[src/rtl/dsp_file_pkg.sv]
// Shared definitions for the DSP circular-buffer file reader/writer:
// descriptor layout, size encodings, status bits and sequencer states.
package dsp_file_pkg;

    localparam int unsigned FILE_STRIDE = 32'h20;

    localparam logic [7:0] OFF_START   = 8'h00;
    localparam logic [7:0] OFF_END     = 8'h04;
    localparam logic [7:0] OFF_RD_PTR  = 8'h08;
    localparam logic [7:0] OFF_WR_PTR  = 8'h0C;
    localparam logic [7:0] OFF_STATUS  = 8'h10;
    localparam logic [7:0] OFF_CONTROL = 8'h14;

    localparam logic [2:0] FLD_START   = 3'd0;
    localparam logic [2:0] FLD_END     = 3'd1;
    localparam logic [2:0] FLD_RD_PTR  = 3'd2;
    localparam logic [2:0] FLD_WR_PTR  = 3'd3;
    localparam logic [2:0] FLD_STATUS  = 3'd4;
    localparam logic [2:0] FLD_CONTROL = 3'd5;

    typedef enum logic [1:0] {
        SZ_UNDEF = 2'd0,
        SZ_BYTE  = 2'd1,
        SZ_HWORD = 2'd2,
        SZ_WORD  = 2'd3
    } size_e;

    localparam int unsigned ST_WRAP = 0;
    localparam int unsigned ST_FULL = 1;
    localparam int unsigned ST_ERR  = 2;

    typedef enum logic [3:0] {
        S_IDLE,
        S_RD_REQ,
        S_RD_WAIT,
        S_WR_DATA_REQ,
        S_WR_DATA_WAIT,
        S_WR_STAT_REQ,
        S_WR_STAT_WAIT,
        S_WR_PTR_REQ,
        S_WR_PTR_WAIT,
        S_DONE
    } state_e;

    // Descriptor fields are consecutive words, so the offset is the field index * 4.
    function automatic logic [7:0] desc_offset(input logic [2:0] fld);
        return 8'({fld, 2'b00});
    endfunction

endpackage

[src/rtl/dsp_lane_sel.sv]
// Byte-lane steering for one item store: lane enables, replicated write data
// and the pointer increment for the configured item size.
module dsp_lane_sel
    import dsp_file_pkg::*;
(
    input  size_e       size_i,
    input  logic [1:0]  ptr_i,
    input  logic [31:0] data_i,
    output logic [3:0]  sel_o,
    output logic [31:0] data_o,
    output logic [2:0]  inc_o
);

    always_comb begin
        sel_o  = '0;
        data_o = '0;
        inc_o  = '0;
        unique case (size_i)
            SZ_BYTE: begin
                sel_o  = 4'b0001 << ptr_i;
                data_o = {4{data_i[7:0]}};
                inc_o  = 3'd1;
            end
            SZ_HWORD: begin
                sel_o  = ptr_i[1] ? 4'hC : 4'h3;
                data_o = {2{data_i[15:0]}};
                inc_o  = 3'd2;
            end
            SZ_WORD: begin
                sel_o  = 4'hF;
                data_o = data_i;
                inc_o  = 3'd4;
            end
            default: ;
        endcase
    end

endmodule

[src/rtl/dsp_file_writer.sv]
// Producer side of the DSP circular-buffer file: fetches a descriptor, stores one
// item at wr_ptr, then writes the updated status and wr_ptr back over the bus master.
module dsp_file_writer
    import dsp_file_pkg::*;
#(
    parameter int unsigned   dw       = 32,
    parameter int unsigned   aw       = 32,
    parameter logic [aw-1:0] RAM_BASE = '0
) (
    input  logic          wb_clk,
    input  logic          wb_rst_n,
    input  logic [7:0]    file_num,
    input  logic          file_write,
    input  logic [31:0]   file_write_data,
    output logic          file_active,
    output logic          file_done,
    output logic          file_error,
    output logic [aw-1:0] address,
    output logic          start,
    output logic [3:0]    selection,
    output logic          write,
    output logic [dw-1:0] data_wr,
    input  logic [dw-1:0] data_rd,
    input  logic          active,
    output logic [31:0]   wr_ptr
);

    state_e        state_q, state_d;
    logic [2:0]    fld_q, fld_d;
    logic [aw-1:0] base_q, base_d;
    logic [31:0]   start_q, start_d;
    logic [31:0]   end_q, end_d;
    logic [31:0]   rdp_q, rdp_d;
    logic [31:0]   wrp_q, wrp_d;
    logic [31:0]   status_q, status_d;
    logic [31:0]   data_q, data_d;
    size_e         size_q, size_d;

    logic [3:0]    lane_sel;
    logic [31:0]   lane_data;
    logic [2:0]    inc;
    logic [31:0]   ptr_sum, ptr_new, status_new, rd32;
    logic          wrap;

    assign rd32   = data_rd[31:0];
    assign wr_ptr = wrp_q;

    dsp_lane_sel u_lane (
        .size_i (size_q),
        .ptr_i  (wrp_q[1:0]),
        .data_i (data_q),
        .sel_o  (lane_sel),
        .data_o (lane_data),
        .inc_o  (inc)
    );

    always_comb begin
        ptr_sum    = wrp_q + 32'(inc);
        wrap       = (ptr_sum > end_q);
        ptr_new    = wrp_q;
        status_new = status_q;
        if (size_q == SZ_UNDEF) begin
            status_new[ST_ERR] = 1'b1;
        end else begin
            ptr_new = wrap ? start_q : ptr_sum;
            if (wrap)              status_new[ST_WRAP] = 1'b1;
            if (ptr_new == rdp_q)  status_new[ST_FULL] = 1'b1;
        end
    end

    always_comb begin
        state_d  = state_q;
        fld_d    = fld_q;
        base_d   = base_q;
        start_d  = start_q;
        end_d    = end_q;
        rdp_d    = rdp_q;
        wrp_d    = wrp_q;
        status_d = status_q;
        data_d   = data_q;
        size_d   = size_q;

        address     = '0;
        start       = 1'b0;
        selection   = '0;
        write       = 1'b0;
        data_wr     = '0;
        file_active = (state_q != S_IDLE);
        file_done   = 1'b0;
        file_error  = 1'b0;

        unique case (state_q)
            S_IDLE: begin
                if (file_write) begin
                    base_d  = RAM_BASE + aw'(32'(file_num) * FILE_STRIDE);
                    data_d  = file_write_data;
                    fld_d   = '0;
                    state_d = S_RD_REQ;
                end
            end
            S_RD_REQ, S_RD_WAIT: begin
                address   = base_q + aw'(desc_offset(fld_q));
                selection = 4'hF;
                start     = (state_q == S_RD_REQ);
                if (state_q == S_RD_REQ) begin
                    if (active) state_d = S_RD_WAIT;
                end else if (!active) begin
                    unique case (fld_q)
                        FLD_START:   start_d  = rd32;
                        FLD_END:     end_d    = rd32;
                        FLD_RD_PTR:  rdp_d    = rd32;
                        FLD_WR_PTR:  wrp_d    = rd32;
                        FLD_STATUS:  status_d = rd32;
                        FLD_CONTROL: size_d   = size_e'(rd32[1:0]);
                        default: ;
                    endcase
                    if (fld_q == FLD_CONTROL) begin
                        state_d = (size_e'(rd32[1:0]) == SZ_UNDEF) ? S_WR_STAT_REQ : S_WR_DATA_REQ;
                    end else begin
                        fld_d   = fld_q + 3'd1;
                        state_d = S_RD_REQ;
                    end
                end
            end
            S_WR_DATA_REQ, S_WR_DATA_WAIT: begin
                address   = aw'(wrp_q);
                selection = lane_sel;
                data_wr   = dw'(lane_data);
                write     = 1'b1;
                start     = (state_q == S_WR_DATA_REQ);
                if (state_q == S_WR_DATA_REQ) begin
                    if (active) state_d = S_WR_DATA_WAIT;
                end else if (!active) begin
                    state_d = S_WR_STAT_REQ;
                end
            end
            S_WR_STAT_REQ, S_WR_STAT_WAIT: begin
                address   = base_q + aw'(OFF_STATUS);
                selection = 4'hF;
                data_wr   = dw'(status_new);
                write     = 1'b1;
                start     = (state_q == S_WR_STAT_REQ);
                if (state_q == S_WR_STAT_REQ) begin
                    if (active) state_d = S_WR_STAT_WAIT;
                end else if (!active) begin
                    state_d = S_WR_PTR_REQ;
                end
            end
            S_WR_PTR_REQ, S_WR_PTR_WAIT: begin
                address   = base_q + aw'(OFF_WR_PTR);
                selection = 4'hF;
                data_wr   = dw'(ptr_new);
                write     = 1'b1;
                start     = (state_q == S_WR_PTR_REQ);
                if (state_q == S_WR_PTR_REQ) begin
                    if (active) state_d = S_WR_PTR_WAIT;
                end else if (!active) begin
                    // Pointer/status registers change only once the write-back has landed.
                    wrp_d    = ptr_new;
                    status_d = status_new;
                    state_d  = S_DONE;
                end
            end
            S_DONE: begin
                file_done  = 1'b1;
                file_error = (size_q == SZ_UNDEF);
                state_d    = S_IDLE;
            end
            default: state_d = S_IDLE;
        endcase
    end

    always_ff @(posedge wb_clk) begin
        if (!wb_rst_n) begin
            state_q  <= S_IDLE;
            fld_q    <= '0;
            base_q   <= '0;
            start_q  <= '0;
            end_q    <= '0;
            rdp_q    <= '0;
            wrp_q    <= '0;
            status_q <= '0;
            data_q   <= '0;
            size_q   <= SZ_UNDEF;
        end else begin
            state_q  <= state_d;
            fld_q    <= fld_d;
            base_q   <= base_d;
            start_q  <= start_d;
            end_q    <= end_d;
            rdp_q    <= rdp_d;
            wrp_q    <= wrp_d;
            status_q <= status_d;
            data_q   <= data_d;
            size_q   <= size_d;
        end
    end

endmodule

[config.mk]
export PLATFORM = sky130hd
export DESIGN_NAME = dsp_file_writer
export DESIGN_NICKNAME = d
export VERILOG_FILES = /design/src/rtl/dsp_file_pkg.sv /design/src/rtl/dsp_lane_sel.sv /design/src/rtl/dsp_file_writer.sv
export SDC_FILE = /design/constraint.sdc
export NUM_CORES = 1
export LEC_CHECK = 0
export CORE_ASPECT_RATIO = 1.4
export CORE_MARGIN = 3
export CORE_UTILIZATION = 60
export CTS_CLUSTER_SIZE = 14
export DETAILED_ROUTE_END_ITERATION = 6
export HOLD_SLACK_MARGIN = 0.12
export PLACE_DENSITY = 0.95
export REMOVE_ABC_BUFFERS = 1
export SLEW_MARGIN = 20
export SYNTH_ARGS = -nofsm -noshare
export SYNTH_HDL_FRONTEND = slang
export SYNTH_SLANG_ARGS = --single-unit
export TNS_END_PERCENT = 30
[constraint.sdc]
create_clock -name wb_clk -period 11.15 [get_ports wb_clk]
set_clock_uncertainty 0.1 [all_clocks]
set_input_delay 1.6725 -clock wb_clk [delete_from_list [all_inputs] [get_ports wb_clk]]
set_output_delay 1.6725 -clock wb_clk [all_outputs]
set_load 0.03 [all_outputs]
==> metrics.txt <==
simple-gate share of the synthesized area 0.221; EDFF count, synth 0; clock buffer depth 3; std cell rows 62; Post-synth top flop dfxtp_1; overall routing resource usage 0.397; HP Class register to register; post-CTS sizing 0; Synth area leaders dfxtp_1 33%, nand2_1 12%, a21boi_0 10%; Die Ht about 180 um; root buffer cell clkbuf_16; post-synth top area share 0.325; Synth Area in Compound Gates 0.274; status finished with violations; worst-skew pair later-pin latency around 510 ps; Setup Fix Bufs, Post-CTS 0; CP Capture Type primary output; Final min period roughly 9600 ps; Area after DPL about 15,000 um2; Worst Setup Start Kind register; met2 Use GR 0.662; Worst R2R Setup Slack about 4700 ps; CTS buffer count 21; GR peak layer met2; share of cells above drive strength 1 0.0546; IO buf count between 150 and 200; Worst Path Class, Setup register to primary output; setup TNS 0 ps; Tcrit/Tclk final 0.865; Hold Fails Final Rpt 0; RSZ-0062 raised after global routing no; Synth area leader dfxtp_1; mux cell area share after synthesis 0.0290; clock sinks roughly 210; Slew Limit Fails 0; adder-cell share of the synthesized area 0.0414; #FFs+latches synth around 210; final worst slack around 1500 ps; DR pass1 iterations 7; Seq/Total Area, Yosys 0.325; dpl hpwl 34.7 mm; met3 usage 0.0760; Via density approximately 6.5; Clock Pin Slew Worst Setup and Hold Paths around 60 ps; final setup fails 0; Starting DRT DRC Count around 1,700; TritonCTS clock tree built; CP required 9380 ps; Residual DRC 4; largest family of logic cells by synthesized area compound AO/OA/AOI/OAI gates; initial antenna violation count 0; Rel. slew slack 0.254; placed cell count approximately 2,000; area delta synth->final 18.4%; via count 13,300; Slew @ Worst Pin roughly 1100 ps; Initial Util 0.619; io pins approximately 180; Synth Area in XOR/XNOR 0.0433; first-pass GRT wire length 71.7 mm; MaxCap Viol Count 0; # H-tree levels 1; pin count of the biggest net entering global routing between 100 and 150; WP data arrival just under 8000 ps; FFs w/ async S/R, synth 0; Synth Area per Inst around 7.6 um2; Post-Syn Instances 1,690; Die Width roughly 130 um; FMAX a little over 100 MHz; RD Place Congestion ~0.98; Yosys cell types about 80; final WL 47.9 mm; Die ar. about 23,000 um2; DR WL/cell between 20 and 25 um; Non-Filler Instances 2,051; Warnings, synthesis 0; ANT nets after route 0; P_leak 5.42 nW; GR Util met1 0.501; hold_buf cts 0; final instance area between 15,000 and 20,000 um2; PwrDens approximately 110 nW/um2; hold slack final between 300 and 400 ps; Place WS around 2200 ps; Synth Cell Area ~13,000 um2; violated checks DRC; GRT overflow 0; NumNets Final roughly 1,900; worst-path maximum fanout 32; number of diodes 0; vias in the first global route 12,500; worst vdd ir approximately 130 uV; core area between 20,000 and 25,000 um2
==> flip-flops by register name, indices dropped and copies added, names as in the netlist <==
name,cells
base_q,8
state_q,4
fld_q,3
status_q,32
rdp_q,32
wr_ptr,32
end_q,32
start_q,32
data_q,32
size_q,2
==> cells in the mapped netlist, types with 4 or more instances <==
cell and number:
nand2_1 396, dfxtp_1 209, a21boi_0 171, clkbuf_1 104
a21oi_1 95, inv_1 74, nor2_1 66, o21ai_0 64
ha_1 41, and2_1 37, xnor2_1 36, a22o_1 25
a221o_1 24, nand3_1 22, nand4_1 21, xor2_1 20
a211oi_1 19, mux2_2 18, nor3_1 18, mux2i_1 17
o211ai_1 15, a22oi_1 14, nor2b_1 13, o221ai_1 13
or3_1 11, and3_1 10, buf_2 10, a21o_1 9
nand2b_1 8, o22ai_1 8, buf_1 7, buf_4 7
nor4_1 6, a221oi_1 5, a31oi_1 4
==> per-stage QoR <==
| step | util | power, mW |
|---|---|---|
| 3_3_place_gp | 0.703 | 0.965 |
| 6_report | 0.732 | 1.61 |
| 5_1_grt | 0.732 | 1.65 |
| 4_1_cts | 0.732 | 1.60 |
| 2_1_floorplan | - | 0.877 |
| 3_5_place_dp | 0.703 | 0.969 |
==> cell type report <==
type / instances / area, um2
Fill cell: 1592 / 5560
Timing Repair Buffer: 202 / 1960
Clock inverter: 5 / 25.0
Multi-Input combinational cell: 1274 / 7880
Clock buffer: 30 / 569
Tap cell: 256 / 320
Inverter: 75 / 282
Sequential cell: 209 / 4180
==> power by group <==
part / internal, mW / switching (mW)
Clock: 0.354 / 0.301
Combinational: 0.0731 / 0.103
Sequential: 0.763 / 0.0201
Total: 1.19 / 0.424
==> metal layers <==
metal / wire [um] / up-vias
met1: 18200 / 6261
met2: 22600 / 835
li1: - / 6049
met5: 0 / -
met4: 2430 / 0
met3: 4680 / 184
==> worst paths after layout <==
| path | start | to | depth (start not counted) |
|---|---|---|---|
| setup / recovery | size_q[1]$_SDFFE_PN0P_ | data_wr[1] | 20 |
| hold / removal | end_q[23]$_SDFFE_PN0P_ | end_q[23]$_SDFFE_PN0P_ | 2 |
| setup reg to reg | size_q[1]$_SDFFE_PN0P_ | status_q[1]$_SDFFE_PN0P_ | 19 |
| hold reg to reg | end_q[23]$_SDFFE_PN0P_ | end_q[23]$_SDFFE_PN0P_ | 2 |
==> layout by cell type (no fill, tap or decap), drive strengths merged, types with 36 or more instances in the layout <==
cell / n
a21boi: 171
a21oi: 95
and2: 40
clkdlybuf4s50: 179
dfxtp: 209
ha: 41
inv: 75
nand2: 398
nor2: 68
o21ai: 67
xnor2: 36
==> cell families after synthesis <==
| logic type | after synthesis |
|---|---|
| multiplexers | 35 |
| XOR/XNOR | 59 |
| AO/OA/AOI/OAI | 502 |
| adder cells (fa/ha/maj) | 42 |
| flip-flops | 209 |
| AND/OR/NAND/NOR | 636 |
| buffers and inverters | 207 |
==> critical path, stage by stage (launching register included) <==
cell and delay [ps]:
dfxtp_1 400, nor2b_1 340, ha_1 320, nand2b_1 170, a21o_1 240, nor2_2 380
nand4_1 270, xnor2_1 420, ha_1 230, nand4_1 190, nor4_1 700, a22oi_1 190
buf_4 230, nor2_4 430, buf_4 460, o221ai_1 210, nor4_2 190, o221ai_1 190
o41ai_1 780, a221o_1 310, clkdlybuf4s50_1 690
No activity file was read; power rests on OpenSTA's default activity.
